$ cat src/rtl/hdlc_tx_buffer_if.sv
// Handshake bundle between the register interface, the TX frame buffer and the HDLC serializer.
// The buffer uses the slave modport; the register block and serializer side use the master modport.
interface hdlc_tx_buffer_if;
    logic       Tx_WrBuff;
    logic [7:0] Tx_DataInBuff;
    logic       Tx_Enable;
    logic       Tx_AbortFrame;
    logic       Tx_RdBuff;
    logic       Tx_Done;
    logic       Tx_Full;
    logic       Tx_AbortedTrans;
    logic [7:0] Tx_FrameSize;
    logic       Tx_ValidFrame;
    logic [7:0] Tx_Data;
    logic       Tx_LastByte;
    logic       Tx_AbortOut;

    modport slave (
        input  Tx_WrBuff, Tx_DataInBuff, Tx_Enable, Tx_AbortFrame, Tx_RdBuff,
        output Tx_Done, Tx_Full, Tx_AbortedTrans, Tx_FrameSize,
               Tx_ValidFrame, Tx_Data, Tx_LastByte, Tx_AbortOut
    );

    modport master (
        output Tx_WrBuff, Tx_DataInBuff, Tx_Enable, Tx_AbortFrame, Tx_RdBuff,
        input  Tx_Done, Tx_Full, Tx_AbortedTrans, Tx_FrameSize,
               Tx_ValidFrame, Tx_Data, Tx_LastByte, Tx_AbortOut
    );
endinterface

$ cat src/rtl/hdlc_tx_buffer.sv
// HDLC TX frame buffer: collects payload bytes from the register interface and
// hands them to the serializer one byte per Tx_RdBuff once a frame is started.
module hdlc_tx_buffer #(
    parameter int DEPTH = 128,
    parameter int PTR_W = 7
) (
    input logic              Clk,
    input logic              Rst,
    hdlc_tx_buffer_if.slave  bus
);

    typedef enum logic {IDLE, SEND} state_t;

    localparam logic [7:0] DEPTH_C = 8'(DEPTH);

    state_t           state, state_nxt;
    logic [PTR_W-1:0] wr_ptr, wr_ptr_nxt;
    logic [PTR_W-1:0] rd_ptr, rd_ptr_nxt;
    logic [7:0]       count, count_nxt;
    logic             full, full_nxt;
    logic             aborted, aborted_nxt;
    logic             abort_out, abort_out_nxt;
    logic             wr_en;
    logic             last_byte;
    logic [7:0]       mem [DEPTH];

    // Last byte is where the read pointer reaches the stored byte count minus one
    assign last_byte = ({{(8-PTR_W){1'b0}}, rd_ptr} == (count - 8'd1));

    always_comb begin
        state_nxt     = state;
        wr_ptr_nxt    = wr_ptr;
        rd_ptr_nxt    = rd_ptr;
        count_nxt     = count;
        aborted_nxt   = aborted;
        abort_out_nxt = 1'b0;
        wr_en         = 1'b0;
        case (state)
            IDLE: begin
                if (bus.Tx_AbortFrame) begin
                    wr_ptr_nxt = '0;
                    count_nxt  = 8'd0;
                end else begin
                    if (bus.Tx_WrBuff && (count != DEPTH_C)) begin
                        wr_en      = 1'b1;
                        wr_ptr_nxt = wr_ptr + PTR_W'(1);
                        count_nxt  = count + 8'd1;
                    end
                    // Start is judged on the count before any same-cycle write
                    if (bus.Tx_Enable && (count != 8'd0)) begin
                        state_nxt   = SEND;
                        rd_ptr_nxt  = '0;
                        aborted_nxt = 1'b0;
                    end
                end
            end
            SEND: begin
                if (bus.Tx_AbortFrame) begin
                    state_nxt     = IDLE;
                    wr_ptr_nxt    = '0;
                    rd_ptr_nxt    = '0;
                    count_nxt     = 8'd0;
                    abort_out_nxt = 1'b1;
                    aborted_nxt   = 1'b1;
                end else if (bus.Tx_RdBuff) begin
                    if (last_byte) begin
                        state_nxt  = IDLE;
                        wr_ptr_nxt = '0;
                        rd_ptr_nxt = '0;
                        count_nxt  = 8'd0;
                    end else begin
                        rd_ptr_nxt = rd_ptr + PTR_W'(1);
                    end
                end
            end
            default: state_nxt = IDLE;
        endcase
        full_nxt = (count_nxt == DEPTH_C);
    end

    always_ff @(posedge Clk or negedge Rst) begin
        if (!Rst) begin
            state     <= IDLE;
            wr_ptr    <= '0;
            rd_ptr    <= '0;
            count     <= 8'd0;
            full      <= 1'b0;
            aborted   <= 1'b0;
            abort_out <= 1'b0;
        end else begin
            state     <= state_nxt;
            wr_ptr    <= wr_ptr_nxt;
            rd_ptr    <= rd_ptr_nxt;
            count     <= count_nxt;
            full      <= full_nxt;
            aborted   <= aborted_nxt;
            abort_out <= abort_out_nxt;
        end
    end

    // Payload storage is deliberately left unreset
    always_ff @(posedge Clk) begin
        if (wr_en) mem[wr_ptr] <= bus.Tx_DataInBuff;
    end

    assign bus.Tx_Done         = (state == IDLE);
    assign bus.Tx_ValidFrame   = (state == SEND);
    assign bus.Tx_Full         = full;
    assign bus.Tx_AbortedTrans = aborted;
    assign bus.Tx_FrameSize    = count;
    assign bus.Tx_AbortOut     = abort_out;
    assign bus.Tx_Data         = (state == SEND) ? mem[rd_ptr] : 8'h00;
    assign bus.Tx_LastByte     = (state == SEND) && last_byte;

endmodule
$ cat src/flat_wrapper.sv
// flat-port wrapper written by rule: the top's interface ports become plain ports
module hdlc_tx_buffer_flat 
#(
    parameter int DEPTH = 128,
    parameter int PTR_W = 7
)
  (Clk, Rst, bus_Tx_WrBuff, bus_Tx_DataInBuff, bus_Tx_Enable, bus_Tx_AbortFrame, bus_Tx_RdBuff, bus_Tx_Done, bus_Tx_Full, bus_Tx_AbortedTrans, bus_Tx_FrameSize, bus_Tx_ValidFrame, bus_Tx_Data, bus_Tx_LastByte, bus_Tx_AbortOut);
  hdlc_tx_buffer_if bus_i ();
  input logic Clk;
  input logic Rst;
  input wire logic [$bits(bus_i.Tx_WrBuff)-1:0] bus_Tx_WrBuff;
  input wire logic [$bits(bus_i.Tx_DataInBuff)-1:0] bus_Tx_DataInBuff;
  input wire logic [$bits(bus_i.Tx_Enable)-1:0] bus_Tx_Enable;
  input wire logic [$bits(bus_i.Tx_AbortFrame)-1:0] bus_Tx_AbortFrame;
  input wire logic [$bits(bus_i.Tx_RdBuff)-1:0] bus_Tx_RdBuff;
  output wire logic [$bits(bus_i.Tx_Done)-1:0] bus_Tx_Done;
  output wire logic [$bits(bus_i.Tx_Full)-1:0] bus_Tx_Full;
  output wire logic [$bits(bus_i.Tx_AbortedTrans)-1:0] bus_Tx_AbortedTrans;
  output wire logic [$bits(bus_i.Tx_FrameSize)-1:0] bus_Tx_FrameSize;
  output wire logic [$bits(bus_i.Tx_ValidFrame)-1:0] bus_Tx_ValidFrame;
  output wire logic [$bits(bus_i.Tx_Data)-1:0] bus_Tx_Data;
  output wire logic [$bits(bus_i.Tx_LastByte)-1:0] bus_Tx_LastByte;
  output wire logic [$bits(bus_i.Tx_AbortOut)-1:0] bus_Tx_AbortOut;
  assign bus_i.Tx_WrBuff = bus_Tx_WrBuff;
  assign bus_i.Tx_DataInBuff = bus_Tx_DataInBuff;
  assign bus_i.Tx_Enable = bus_Tx_Enable;
  assign bus_i.Tx_AbortFrame = bus_Tx_AbortFrame;
  assign bus_i.Tx_RdBuff = bus_Tx_RdBuff;
  assign bus_Tx_Done = bus_i.Tx_Done;
  assign bus_Tx_Full = bus_i.Tx_Full;
  assign bus_Tx_AbortedTrans = bus_i.Tx_AbortedTrans;
  assign bus_Tx_FrameSize = bus_i.Tx_FrameSize;
  assign bus_Tx_ValidFrame = bus_i.Tx_ValidFrame;
  assign bus_Tx_Data = bus_i.Tx_Data;
  assign bus_Tx_LastByte = bus_i.Tx_LastByte;
  assign bus_Tx_AbortOut = bus_i.Tx_AbortOut;
  hdlc_tx_buffer #(.DEPTH(DEPTH), .PTR_W(PTR_W)) u_core (.Clk(Clk), .Rst(Rst), .bus(bus_i));
endmodule
$ cat config.mk
export PLATFORM = sky130hd
export DESIGN_NAME = hdlc_tx_buffer_flat
export DESIGN_NICKNAME = d
export VERILOG_FILES = /design/src/rtl/hdlc_tx_buffer_if.sv /design/src/rtl/hdlc_tx_buffer.sv /design/src/flat_wrapper.sv
export SDC_FILE = /design/constraint.sdc
export NUM_CORES = 1
export LEC_CHECK = 0
export ABC_AREA = 1
export BUFFER_PORTS_ARGS = -buffer_cell sky130_fd_sc_hd__buf_2
export CAP_MARGIN = 20
export CORE_MARGIN = 1
export CORE_UTILIZATION = 45
export DETAILED_ROUTE_END_ITERATION = 16
export PLACE_DENSITY = 0.68
export SLEW_MARGIN = 20
export SYNTH_ARGS = -nofsm -noshare
export SYNTH_HDL_FRONTEND = slang
export SYNTH_SLANG_ARGS = --single-unit
export TNS_END_PERCENT = 10
$ cat constraint.sdc
create_clock -name Clk -period 4.1 [get_ports Clk]
set_input_delay 0.41 -clock Clk [delete_from_list [all_inputs] [get_ports Clk]]
set_output_delay 0.41 -clock Clk [all_outputs]
set_load 0.01 [all_outputs]
### Yosys cells after proc, flatten, opt, wreduce, memory -nomap -nowiden

Memory sizes are Yosys's and may differ from the RTL's.
Index checks and enable logic that the tools add are counted.

| storage, ports and cells | value |
|---|---|
| register bits | 26 |
| bits in writable memories | 1024 |
| output and inout port bits | 22 |
| memories kept | 1 |

| operators by class | value |
|---|---|
| add/subtract/negate cells | 4 |
| equality and inequality tests | 9 |
| multiplexer cells | 36 |
| bitwise gates (word level) | 1 |
| reductions and logical operators | 7 |

Memories:

| memory | depth | bits a word | rd ports | clocked after memory_dff | wr ports | line | RTL |
|---|---|---|---|---|---|---|---|
| u_core.mem | 128 | 8 | 1 | 0 | 1 | hdlc_tx_buffer.sv:25 | `logic [7:0] mem [DEPTH];` |

Operators with widths:

| cell | number |
|---|---|
| $mux 7 | 10 |
| $mux 8 | 6 |
| $pmux 7 s2 | 2 |
| $pmux 8 s2 | 1 |
| $mux 1 | 15 |
| $add 7x1->7 const B | 2 |
| $reduce_and 3->1 | 3 |
| $add 8x1->8 const B | 1 |
| $eq 7x8->1 | 1 |
| $eq 8x8->1 const B | 1 |
| $ne 8x8->1 const B | 1 |
| $reduce_bool 8->1 | 1 |
| $sub 8x1->8 const B | 1 |
| $ne 3x3->1 const B | 2 |
| $ne 2x2->1 const B | 2 |
| $pmux 1 s2 | 2 |
| $logic_and 1x1->1 | 3 |
| $ne 3x2->1 const B | 1 |
| $ne 2x1->1 const B | 1 |
| $not 1->1 | 1 |

### Logic depth before layout (Yosys ltp)

Gate-level depths: netlist of the first run.

| logic depth | value |
|---|---|
| word-level depth | 7 |
| gate-level depth with buffers | 16 |
| gate-level depth less buffers | 16 |

### Worst setup path before layout of the first run

No wires, ideal clock.

| timing | value |
|---|---|
| kind | register -> register |
| start point | register u_core.count[0], in the netlist u_core.bus.Tx_FrameSize[0] |
| end point | memory u_core.mem[64][0] (enable) |
| setup time | 0.395 ns |
| arrival | 2.441 ns |
| required time | 3.705 ns |
| setup slack | 1.265 ns |
| cell stages (with the launch flop) | 13 |
| buffers on the path | 1 |
| clock period less this slack | 2.835 ns |
| path through | dfrtp_1 > inv_1 > ha_1 > inv_1 > nor2_1 > nand4_1 > nand2_1 > inv_2 > nand2_1 > inv_2 > buf_6 > nand3_2 > nor4_1 |

| between the ends | value |
|---|---|
| word-level cells in the longest chain between the ends | 7 |

RTL lines:

| element | line | RTL |
|---|---|---|
| start, declared | hdlc_tx_buffer.sv:19 | `logic [7:0] count, count_nxt;` |
| start signal, assigned | hdlc_tx_buffer.sv:94 | `count <= count_nxt;` |
| $ne 8x8->1 | hdlc_tx_buffer.sv:44 | `if (bus.Tx_WrBuff && (count != DEPTH_C)) begin` |
| $logic_and 1x1->1 | hdlc_tx_buffer.sv:44 |  |
| $mux 1 | hdlc_tx_buffer.sv:44 |  |
| $mux 1 | hdlc_tx_buffer.sv:40 | `if (bus.Tx_AbortFrame) begin` |
| $mux 1 | hdlc_tx_buffer.sv:38 | `case (state)` |
| $mux 1 | hdlc_tx_buffer.sv:103 | `if (wr_en) mem[wr_ptr] <= bus.Tx_DataInBuff;` |
| $mux 1 (not written as such) | hdlc_tx_buffer.sv:103 |  |
| end, declared | hdlc_tx_buffer.sv:25 |  |

Every way passes these cells.

### Worst setup path in the final report of the first run

| timing | value |
|---|---|
| start point | register u_core.rd_ptr[1] |
| end point | output bus_Tx_Data[6] |

| between the ends | value |
|---|---|
| word-level cells in the longest chain between the ends | 2 |

RTL lines:

| element | line | RTL |
|---|---|---|
| start, declared | hdlc_tx_buffer.sv:18 | `logic [PTR_W-1:0] rd_ptr, rd_ptr_nxt;` |
| start signal, assigned | hdlc_tx_buffer.sv:93 | `rd_ptr <= rd_ptr_nxt;` |
| $mem_v2 128x8 | -- |  |
| $mux 8 | hdlc_tx_buffer.sv:112 | `assign bus.Tx_Data = (state == SEND) ? mem[rd_ptr] : 8'h00;` |
| end, declared | flat_wrapper.sv:21 | `output wire logic [$bits(bus_i.Tx_Data)-1:0] bus_Tx_Data;` |

Every way passes these cells.

==> results, run 1 <==
- The synthesized netlist cell count is 3528.
- After layout, the worst path uses 97.11% of the clock period.
- The starting utilization of the core area is 45.72%.
- The final-report max-slew violation count is 0.
- The kind of cell with the highest combined delay on the critical path is simple AND/OR/NAND/NOR gates.
- STA classifies the critical path startpoint as a flop.
- Counting distinct cell types in the post-synthesis netlist gives 34.
- The worst hold path was traced through 3 stages.
- The layout filler cell count is 7892.
- The share of the yosys chip area belonging to registers is 73.16%.
- Along the worst path, the maximum fanout reaches 49.
- On the final layout, the worst clock skew is 0.02811 ns.
- For this run, the detailed router's first-pass iteration total came to 6.
- The repair_antennas step left the layout with diodes totalling 0.
- The clock tree from TritonCTS is built.
- The mean cell area of the mapped netlist is 12.17 um^2.
- Max-cap violations in this run came to 0.
- Setup repair after global routing left no endpoint under its margin.
- The clock sink total is 1050.
- In the final layout, the share of cells above drive strength 1 is 10.27%.
- The launching point of the worst reg2reg path is u_core.bus.Tx_FrameSize[0].
- The routed length per instance is 22.62 um.
- The synthesis-to-layout area growth is 12.77%.
- The setup violation total in the final timing report is 0.
- The number of clock buffers added by TritonCTS is 103.
- The total nets after synthesis is 3547.
- The largest individual stage delay along the critical path comes from the cell sky130_fd_sc_hd__dfrtp_4.
- Global routing consumed, over all layers together, 22.56% of the routing resources.
- The type of the worst setup path is reg -> out.
- The flow ran to the end, and the final reports show no timing, DRC or antenna violations.
- After legalization and detailed placement, the total HPWL measured 62360 um.
- The top cell type by area accounts for 71.64% of the synthesized area.
- Walking the worst path, the cells encountered are buf_12, buf_12, o21ai_0, o22ai_1, nand2_1, nand3_1, nand3_1, a21oi_1, nor2_1, nor2_1, buf_2.
- The peak supply drop is 0.4768 mV.
- The worst hold path class is in -> reg.
- The clock-pin slew reported for the worst setup and hold paths after clock tree synthesis is 0.06 ns.
- Counting both buffers and inverters, the worst setup path holds a total of 3.
- In the final timing run, aggregate negative setup slack is 0 ns.
- In the routed design, unresolved DRC markers number 0.
- The worst setup path is captured at a primary output.
- The standard cell core area is 0.09389 mm^2.
- The largest incremental delay on the critical path is 0.65 ns.
- In this run, the number of DRC markers left after iteration 0 of detailed routing was 3431.
- The depth of the worst register-to-register path is 11.
- The area of the mapped netlist is 0.04292 mm^2.
- In this run the clock root is driven by a sky130_fd_sc_hd__clkbuf_16.
- In the post-synthesis netlist, the biggest area contributors are sky130_fd_sc_hd__edfxtp_1 72%, sky130_fd_sc_hd__nor2_1 5.8%, sky130_fd_sc_hd__o21ai_0 5.7%, sky130_fd_sc_hd__nand2_1 3.8%, sky130_fd_sc_hd__o22ai_1 3.7%.
- After synthesis the netlist holds a flip-flop and latch count of 1050.
- The biggest area contributor in the post-synthesis netlist is sky130_fd_sc_hd__edfxtp_1.
- The critical path crosses 11 cells after its start point.
- The final hold violation count is 0.
- The signal arrival time at the worst endpoint is 3.57 ns.
- The die width is 310.8 um.
- The worst slew margin relative to its limit is 29.30%.
- The endpoint required time on the critical path is 3.69 ns.
- After floorplanning, the core was divided into 112 placement rows.
- Clock latency on the worst-skew pair, taken at its later pin, is 0.67 ns.
- Pin placement for this block handled 36 I/O pins.
- The total die area is 0.09662 mm^2.
- The critical path starts at u_core.rd_ptr[1].
- The number of global-route vias before repair is 27370.
- For this run, the top clock speed supported by timing is 251.2 MHz.
- The remaining global-route overflow is 0.
- The placer's final routability congestion estimate is 0.9091.
- The largest net degree at the start of global routing is 133.
- At the end of the flow, the number of nets in the layout was 3598.
- The vertical extent of the die is 310.8 um.
- Summed over all layers, the routed wires come to 111200 um.
- Across all hold checks on the routed design, the worst slack comes to 0.07109 ns.
- The initial antenna violation count came to 1.
- Buffers placed on the I/O ports in this run total 35.
- The slew at the pin closest to its max-slew limit is 1.057 ns.
- The power density relative to cell area is 579.1 mW/mm^2.
- The overall via count from detail_route is 28650.
- The H-tree generated during clock tree synthesis spans 3 levels.
- The number of vias per cell is 5.827.
- The count of nets left with antenna violations once routing finished came out at 0.
- The first-pass GRT wire length is 167600 um.
- The minimum clock period after layout is 3.981 ns.
- The maximum clock insertion buffer count is 3.
- The startpoint identified for the worst hold timing path is bus_Tx_AbortFrame.
- During synthesis, Yosys emitted a total of 0 warnings.
- The leakage power summed over all cells is 0.01629 uW.
-- kinds of logic (layout without fill, tap and decap cells) --
| logic type | Yosys count | after routing | share of synthesized area [%] |
|---|---|---|---|
| fa+ha+maj | 5 | 5 | 0.1458 |
| flops | 1050 | 1050 | 73.16 |
| buf+inv | 300 | 434 | 3.332 |
| simple gates | 1356 | 1356 | 12.93 |
| compound gates | 802 | 802 | 10.13 |
| xor+xnor | 15 | 15 | 0.3061 |
-- worst register-to-register path, stage by stage (launching register included) --
cell,delay [ns]
sky130_fd_sc_hd__dfrtp_1,0.46
sky130_fd_sc_hd__inv_1,0.18
sky130_fd_sc_hd__ha_1,0.23
sky130_fd_sc_hd__inv_1,0.06
sky130_fd_sc_hd__nor2_1,0.05
sky130_fd_sc_hd__nand4_1,0.07
sky130_fd_sc_hd__nand2_1,0.17
sky130_fd_sc_hd__inv_2,0.23
sky130_fd_sc_hd__nand2_1,0.12
sky130_fd_sc_hd__inv_2,0.27
sky130_fd_sc_hd__nand4_4,0.54
sky130_fd_sc_hd__nor2_1,0.88
-- final timing paths --
check | endpoint | slack, ns
max in group asynchronous | u_core.rd_ptr[2] | 3.32
min in group asynchronous | u_core.bus.Tx_FrameSize[3] | 0.29
max | bus_Tx_Data[6] | 0.12
max reg2reg | u_core.mem[105][2] | 0.48
min reg2reg | u_core.bus.Tx_AbortedTrans | 0.50
min | u_core.bus.Tx_AbortOut | 0.07
-- routing by layer --
metal	routed length [um]	share of wire [%]	vias to the layer above	global-route usage [%]
met2	52120	47	1435	35.85
met1	45770	41	14130	31.93
li1	-	-	12900	-
met3	10690	9.6	179	3.752
met4	2621	2.4	0	6.796
met5	0	0	-	0
-- what timing repair did --
action	in CTS	in global routing
setup endpoints to repair	8	8
setup buffers	2	6
hold buffers	1	0
endpoints found under the hold margin	26	0
resized for setup	4	10
-- sequential cells by signal, summed over array words and instances (netlist names) --
name                        count
u_core.bus.Tx_AbortOut          1
u_core.bus.Tx_AbortedTrans      1
u_core.bus.Tx_FrameSize         8
u_core.bus.Tx_Full              1
u_core.bus.Tx_ValidFrame        1
u_core.mem                   1024
u_core.rd_ptr                   7
u_core.wr_ptr                   7
-- power by group --
part	leakage, uW	total [uW]	internal, uW	switching (uW)
clock	0.00162	9350	5380	3980
combinational	0.00513	6660	2050	4610
sequential	0.00955	12000	11800	174
total	0.0163	28000	19300	8750
-- through the flow --
| stage | std cells | setup slack [ns] | instance area (um^2) | total power [uW] | util [%] |
|---|---|---|---|---|---|
| CTS | 4910 | 0.008305 | 48310 | 27960 | 51.45 |
| global placement | 4719 | 0.4785 | 44920 | 18580 | 47.85 |
| finish | 4916 | 0.1187 | 48400 | 28030 | 51.55 |
| detailed placement | 4719 | 0.5493 | 44920 | 18650 | 47.85 |
| floorplan | 3528 | 1.265 | 42920 | 16530 | - |
| global route | 4916 | 0.001309 | 48400 | 29170 | 51.55 |
-- final cells by class --
type / instances / area (um^2) / area share, %
multi-input cells: 2178 / 10130 / 20.92
flip-flops and latches: 1050 / 31410 / 64.90
inverters: 54 / 230.2 / 0.4756
clock inverters: 60 / 566.8 / 1.171
clock buffers: 128 / 2754 / 5.689
well taps: 1254 / 1569 / 3.241
repair buffers: 192 / 1743 / 3.601
-- cells in the mapped netlist --
master,number
sky130_fd_sc_hd__o22ai_1,253
sky130_fd_sc_hd__edfxtp_1,1024
sky130_fd_sc_hd__clkbuf_2,1
sky130_fd_sc_hd__buf_6,12
sky130_fd_sc_hd__dfrtp_1,26
sky130_fd_sc_hd__nor2_1,662
sky130_fd_sc_hd__a21oi_1,16
sky130_fd_sc_hd__ha_1,5
sky130_fd_sc_hd__xor2_1,13
sky130_fd_sc_hd__o211ai_1,4
sky130_fd_sc_hd__nand3_1,215
sky130_fd_sc_hd__inv_1,47
sky130_fd_sc_hd__nand2_4,2
sky130_fd_sc_hd__inv_2,7
sky130_fd_sc_hd__or2_2,1
sky130_fd_sc_hd__nand3_2,4
sky130_fd_sc_hd__clkbuf_1,114
sky130_fd_sc_hd__nor3b_1,1
sky130_fd_sc_hd__buf_2,74
sky130_fd_sc_hd__o21a_1,1
sky130_fd_sc_hd__o2111ai_1,1
sky130_fd_sc_hd__nand4_4,5
sky130_fd_sc_hd__buf_8,2
sky130_fd_sc_hd__nand2_2,3
sky130_fd_sc_hd__nor3_1,5
sky130_fd_sc_hd__xnor2_1,2
sky130_fd_sc_hd__nand4_1,11
sky130_fd_sc_hd__buf_4,26
sky130_fd_sc_hd__o21ai_1,39
sky130_fd_sc_hd__nand2_1,440
sky130_fd_sc_hd__nor4_1,6
sky130_fd_sc_hd__buf_1,17
sky130_fd_sc_hd__nor2_2,1
sky130_fd_sc_hd__o21ai_0,488
-- layout by cell type (no fill, tap or decap), types with 6 or more instances in the layout --
cell type	instances
sky130_fd_sc_hd__nand3_1	215
sky130_fd_sc_hd__edfxtp_1	1024
sky130_fd_sc_hd__a21oi_1	16
sky130_fd_sc_hd__bufinv_16	10
sky130_fd_sc_hd__nor2_1	656
sky130_fd_sc_hd__clkinv_2	19
sky130_fd_sc_hd__nand2_1	440
sky130_fd_sc_hd__o21ai_0	488
sky130_fd_sc_hd__xor2_1	13
sky130_fd_sc_hd__o22ai_1	253
sky130_fd_sc_hd__buf_4	132
sky130_fd_sc_hd__nand4_1	11
sky130_fd_sc_hd__buf_2	27
sky130_fd_sc_hd__dfrtp_1	22
sky130_fd_sc_hd__inv_2	6
sky130_fd_sc_hd__o21ai_1	38
sky130_fd_sc_hd__clkinv_1	23
sky130_fd_sc_hd__buf_12	24
sky130_fd_sc_hd__nor2_2	6
sky130_fd_sc_hd__inv_1	44
sky130_fd_sc_hd__clkbuf_16	105
sky130_fd_sc_hd__clkbuf_1	19
(Power assumes the default switching activity.)
==> run 2, diff against run 1 <==
--- a/config.mk
+++ b/config.mk
@@ -12,6 +12,7 @@
 export CORE_UTILIZATION = 45
 export DETAILED_ROUTE_END_ITERATION = 16
 export PLACE_DENSITY = 0.68
+export SETUP_SLACK_MARGIN = 0.1
 export SLEW_MARGIN = 20
 export SYNTH_ARGS = -nofsm -noshare
 export SYNTH_HDL_FRONTEND = slang
==> constraint.sdc (replaced) <==
create_clock -name Clk -period 4.8 [get_ports Clk]
set_input_delay 0.48 -clock Clk [delete_from_list [all_inputs] [get_ports Clk]]
set_output_delay 0.48 -clock Clk [all_outputs]
set_load 0.01 [all_outputs]
==> run 2 against run 1 <==
  * Die area unchanged
  * Critical path type unchanged
  * Clock power shrank 14%
  * Combinational power fell by 20%
  * Critical endpoint unchanged
  * Largest cell class unchanged
  * Global-route usage down 0.51 points
  * Non-clock buffer count decreased by 67
  * Highest routed layer unchanged
  * Largest power group unchanged
==> results, run 2 (synthesized netlist as in run 1, its figures left out) <==
- The post-route antenna net violation count is 0 (unchanged).
- The final setup skew is 0.01990 ns (-0.008214 ns).
- The count of hold-fix buffers inserted at cts is 1 (unchanged).
- The clock sink total was 1050 (unchanged).
- The worst hold path class is in -> reg.
- The post-route standard cell area excluding fillers is 0.04771 mm^2 (-1.4%).
- The quantity of I/O buffers inserted on ports is 35 (unchanged).
- The initial detailed-routing violation count is 3782 (+10%).
- The peak supply drop came to 0.4628 mV (-2.9%).
- The final hold violation count is 0 (unchanged).
- The overall via count from detail_route came to 28200 (-1.6%).
- The placer's final routability congestion estimate is 0.8965 (-1.4%).
- The worst hold margin is 0.1581 ns (+0.08706 ns).
- The area after detailed placement is 0.04436 mm^2 (-1.3%).
- The final critical path takes up 91.10% of the cycle.
- The vertical extent of the die came to 310.8 um (unchanged).
- The routed length per instance is 22.46 um (-0.71%).
- TritonCTS built the clock tree.
- The worst hold path stage count is 3 (unchanged).
- The max capacitance violation total was 0 (unchanged).
- The final-report max-slew violation count is 0 (unchanged).
- The estimated wirelength of the detail-placed design is 59600 um (-4.4%).
- The number of buffers added for setup after CTS is 0 (-2).
- The depth of the worst register-to-register path came to 11 (unchanged).
- The CTS H-tree depth is 3 (unchanged).
- The leakage power summed over all cells was 0.01589 uW (-2.5%).
- The clock insertion delay at the later pin of the skew report is 0.66 ns (about the same).
- The I/O pin total came to 36 (unchanged).
- The launching point of the worst reg2reg path is u_core.bus.Tx_FrameSize[0].
- The number of vias per cell came to 5.821 (-0.11%).
- The overall routing resource usage is 22.05% (-0.51 points).
- The number of global-route vias before repair is 27030 (-1.2%).
- The type of the worst setup path is reg -> out.
- The cell at the root of the clock tree is sky130_fd_sc_hd__clkbuf_16.
- The setup violation total in the final timing report is 0 (unchanged).
- The worst slew margin relative to its limit is 24.12% (-5.2 points).
- The power density relative to cell area came to 495.1 mW/mm^2 (-15%).
- The hold path endpoint is u_core.bus.Tx_AbortOut.
- The standard cell core area is 0.09389 mm^2 (unchanged).
- The remaining global-route overflow is 0 (unchanged).
- The die width is 310.8 um (unchanged).
- The library cell used most frequently in the layout, excluding fill and tap cells, is sky130_fd_sc_hd__edfxtp_1.
- The number of gates resized after CTS is 0 (-4).
- STA classifies the critical path endpoint as a primary output.
- The minimum clock period after layout is 4.373 ns.
- The aggregate routed wire length is 108800 um (-2.2%).
- Static timing analysis puts the maximum clock frequency at 228.7 MHz.
- The flow ran to the end, and the final reports show no timing, DRC or antenna violations.
- The slew at the pin closest to its max-slew limit is 1.134 ns (+0.07740 ns).
- The endpoint required time on the critical path is 4.32 ns (+0.63 ns).
- Leaving out fill and tap cells, the most frequent cells in the layout are 1024 x sky130_fd_sc_hd__edfxtp_1, 662 x sky130_fd_sc_hd__nor2_1, 488 x sky130_fd_sc_hd__o21ai_0.
- The total die area is 0.09662 mm^2 (unchanged).
- The number of remaining DRC errors is 0 (unchanged).
- The initial antenna violation count was 0 (-1).
- The largest net degree at the start of global routing is 230 (+73%).
- The slack of the worst reg-to-reg path is 1.08 ns (+0.60 ns).
- The fraction of final layout cells with drive strength greater than 1 was 8.359% (-1.9 points).
- The layout net count is 3528 (-1.9%).
- The clock-pin slew reported for the worst setup and hold paths after clock tree synthesis was 0.06 ns (about the same).
- The critical register-to-register path endpoint is u_core.mem[33][1].
- The detailed-router iteration count before antenna repair is 5 (-1).
- The summed negative setup slack over all endpoints is 0 ns (unchanged).
- The starting utilization of the core area came to 45.72% (unchanged).
- The number of flip-flops under the largest register name came to 1024 (unchanged).
- The total clock buffers created by CTS is 100 (-2.9%).
- The worst setup path is launched from a flop.
- The worst hold path begins at bus_Tx_AbortFrame.
- Setup repair after global routing left no endpoint under its margin.
- The signal arrival time at the worst endpoint is 3.89 ns (+0.32 ns).
- The maximum fanout along the worst path is 93 (+90%).
- The maximum clock insertion buffer count came to 3 (unchanged).
- The number of cell rows is 112 (unchanged).
- The register containing the most flip-flops in the final layout is u_core.mem.
- The first-pass GRT wire length is 163600 um (-2.3%).
- The synthesis-to-layout area growth is 11.16%.
run 2: cell count changes in the layout (fill, tap and decap cells not counted), sizes merged:
cell / previous run / this run
inv: 53 / 57
clkinv: 47 / 43
bufinv: 10 / 15
clkbuf: 128 / 117
diode: 0 / 1
buf: 191 / 124
run 2: routing by layer:
| layer | wire (um) | share of wire [%] | up-vias | GRT usage (%) |
|---|---|---|---|---|
| met5 | 0 | 0 | - | 0 |
| met4 | 2794 | 2.6 | 0 | 6.897 |
| met3 | 11080 | 10 | 182 | 5.299 |
| met2 | 50910 | 47 | 1359 | 34.90 |
| met1 | 44010 | 40 | 13890 | 30.12 |
| li1 | - | - | 12770 | - |
run 2: how the worst max path moves through the flow:
| stage | slack [ns] | cells after the start | end | startpoint |
|---|---|---|---|---|
| after detailed placement | 1.21 | 11 | u_core.mem[33][1] | u_core.bus.Tx_FrameSize[0] |
| after floorplan | 1.96 | 12 | u_core.mem[64][0] | u_core.bus.Tx_FrameSize[0] |
| after global routing | 0.30 | 12 | bus_Tx_Data[6] | u_core.rd_ptr[1] |
| after global placement | 1.22 | 14 | bus_Tx_Data[2] | u_core.rd_ptr[1] |
| final | 0.43 | 12 | bus_Tx_Data[6] | u_core.rd_ptr[1] |
| after CTS | 0.54 | 12 | bus_Tx_Data[6] | u_core.rd_ptr[1] |
run 2: cell type report:
class,count,area (um^2)
antenna,1,2.502
clock buffer,117,2587
clock inverter,65,714.4
fill,7990,46180
inverter,54,217.7
multi-input combinational,2178,10110
sequential,1050,31410
tap,1254,1569
timing repair buffer,125,1094
run 2: power by group:
part,switching [uW],internal (uW)
sequential,153,10100
clock,3340,4660
combinational,3800,1540
total,7300,16300
run 2: worst max-delay path, cell delays in order, from the launching register on:
cell and delay, ns:
sky130_fd_sc_hd__dfrtp_4 0.66, sky130_fd_sc_hd__inv_6 0.30, sky130_fd_sc_hd__buf_12 0.34, sky130_fd_sc_hd__buf_4 0.31
sky130_fd_sc_hd__o21ai_0 0.11, sky130_fd_sc_hd__o22ai_1 0.15, sky130_fd_sc_hd__nand2_1 0.08, sky130_fd_sc_hd__nand3_1 0.16
sky130_fd_sc_hd__nand3_1 0.21, sky130_fd_sc_hd__a21oi_1 0.21, sky130_fd_sc_hd__nor2_1 0.09, sky130_fd_sc_hd__nor2_1 0.32
sky130_fd_sc_hd__buf_2 0.20
run 2: stage by stage:
step / util (%) / total power [uW] / std cells / worst slack, ns
CTS: 50.77 / 23630 / 4842 / 0.5400
finish: 50.82 / 23620 / 4844 / 0.4274
global placement: 47.24 / 15670 / 4658 / 1.221
floorplan: - / 14120 / 3528 / 1.965
global route: 50.81 / 24600 / 4843 / 0.2986
detailed placement: 47.25 / 15720 / 4659 / 1.207
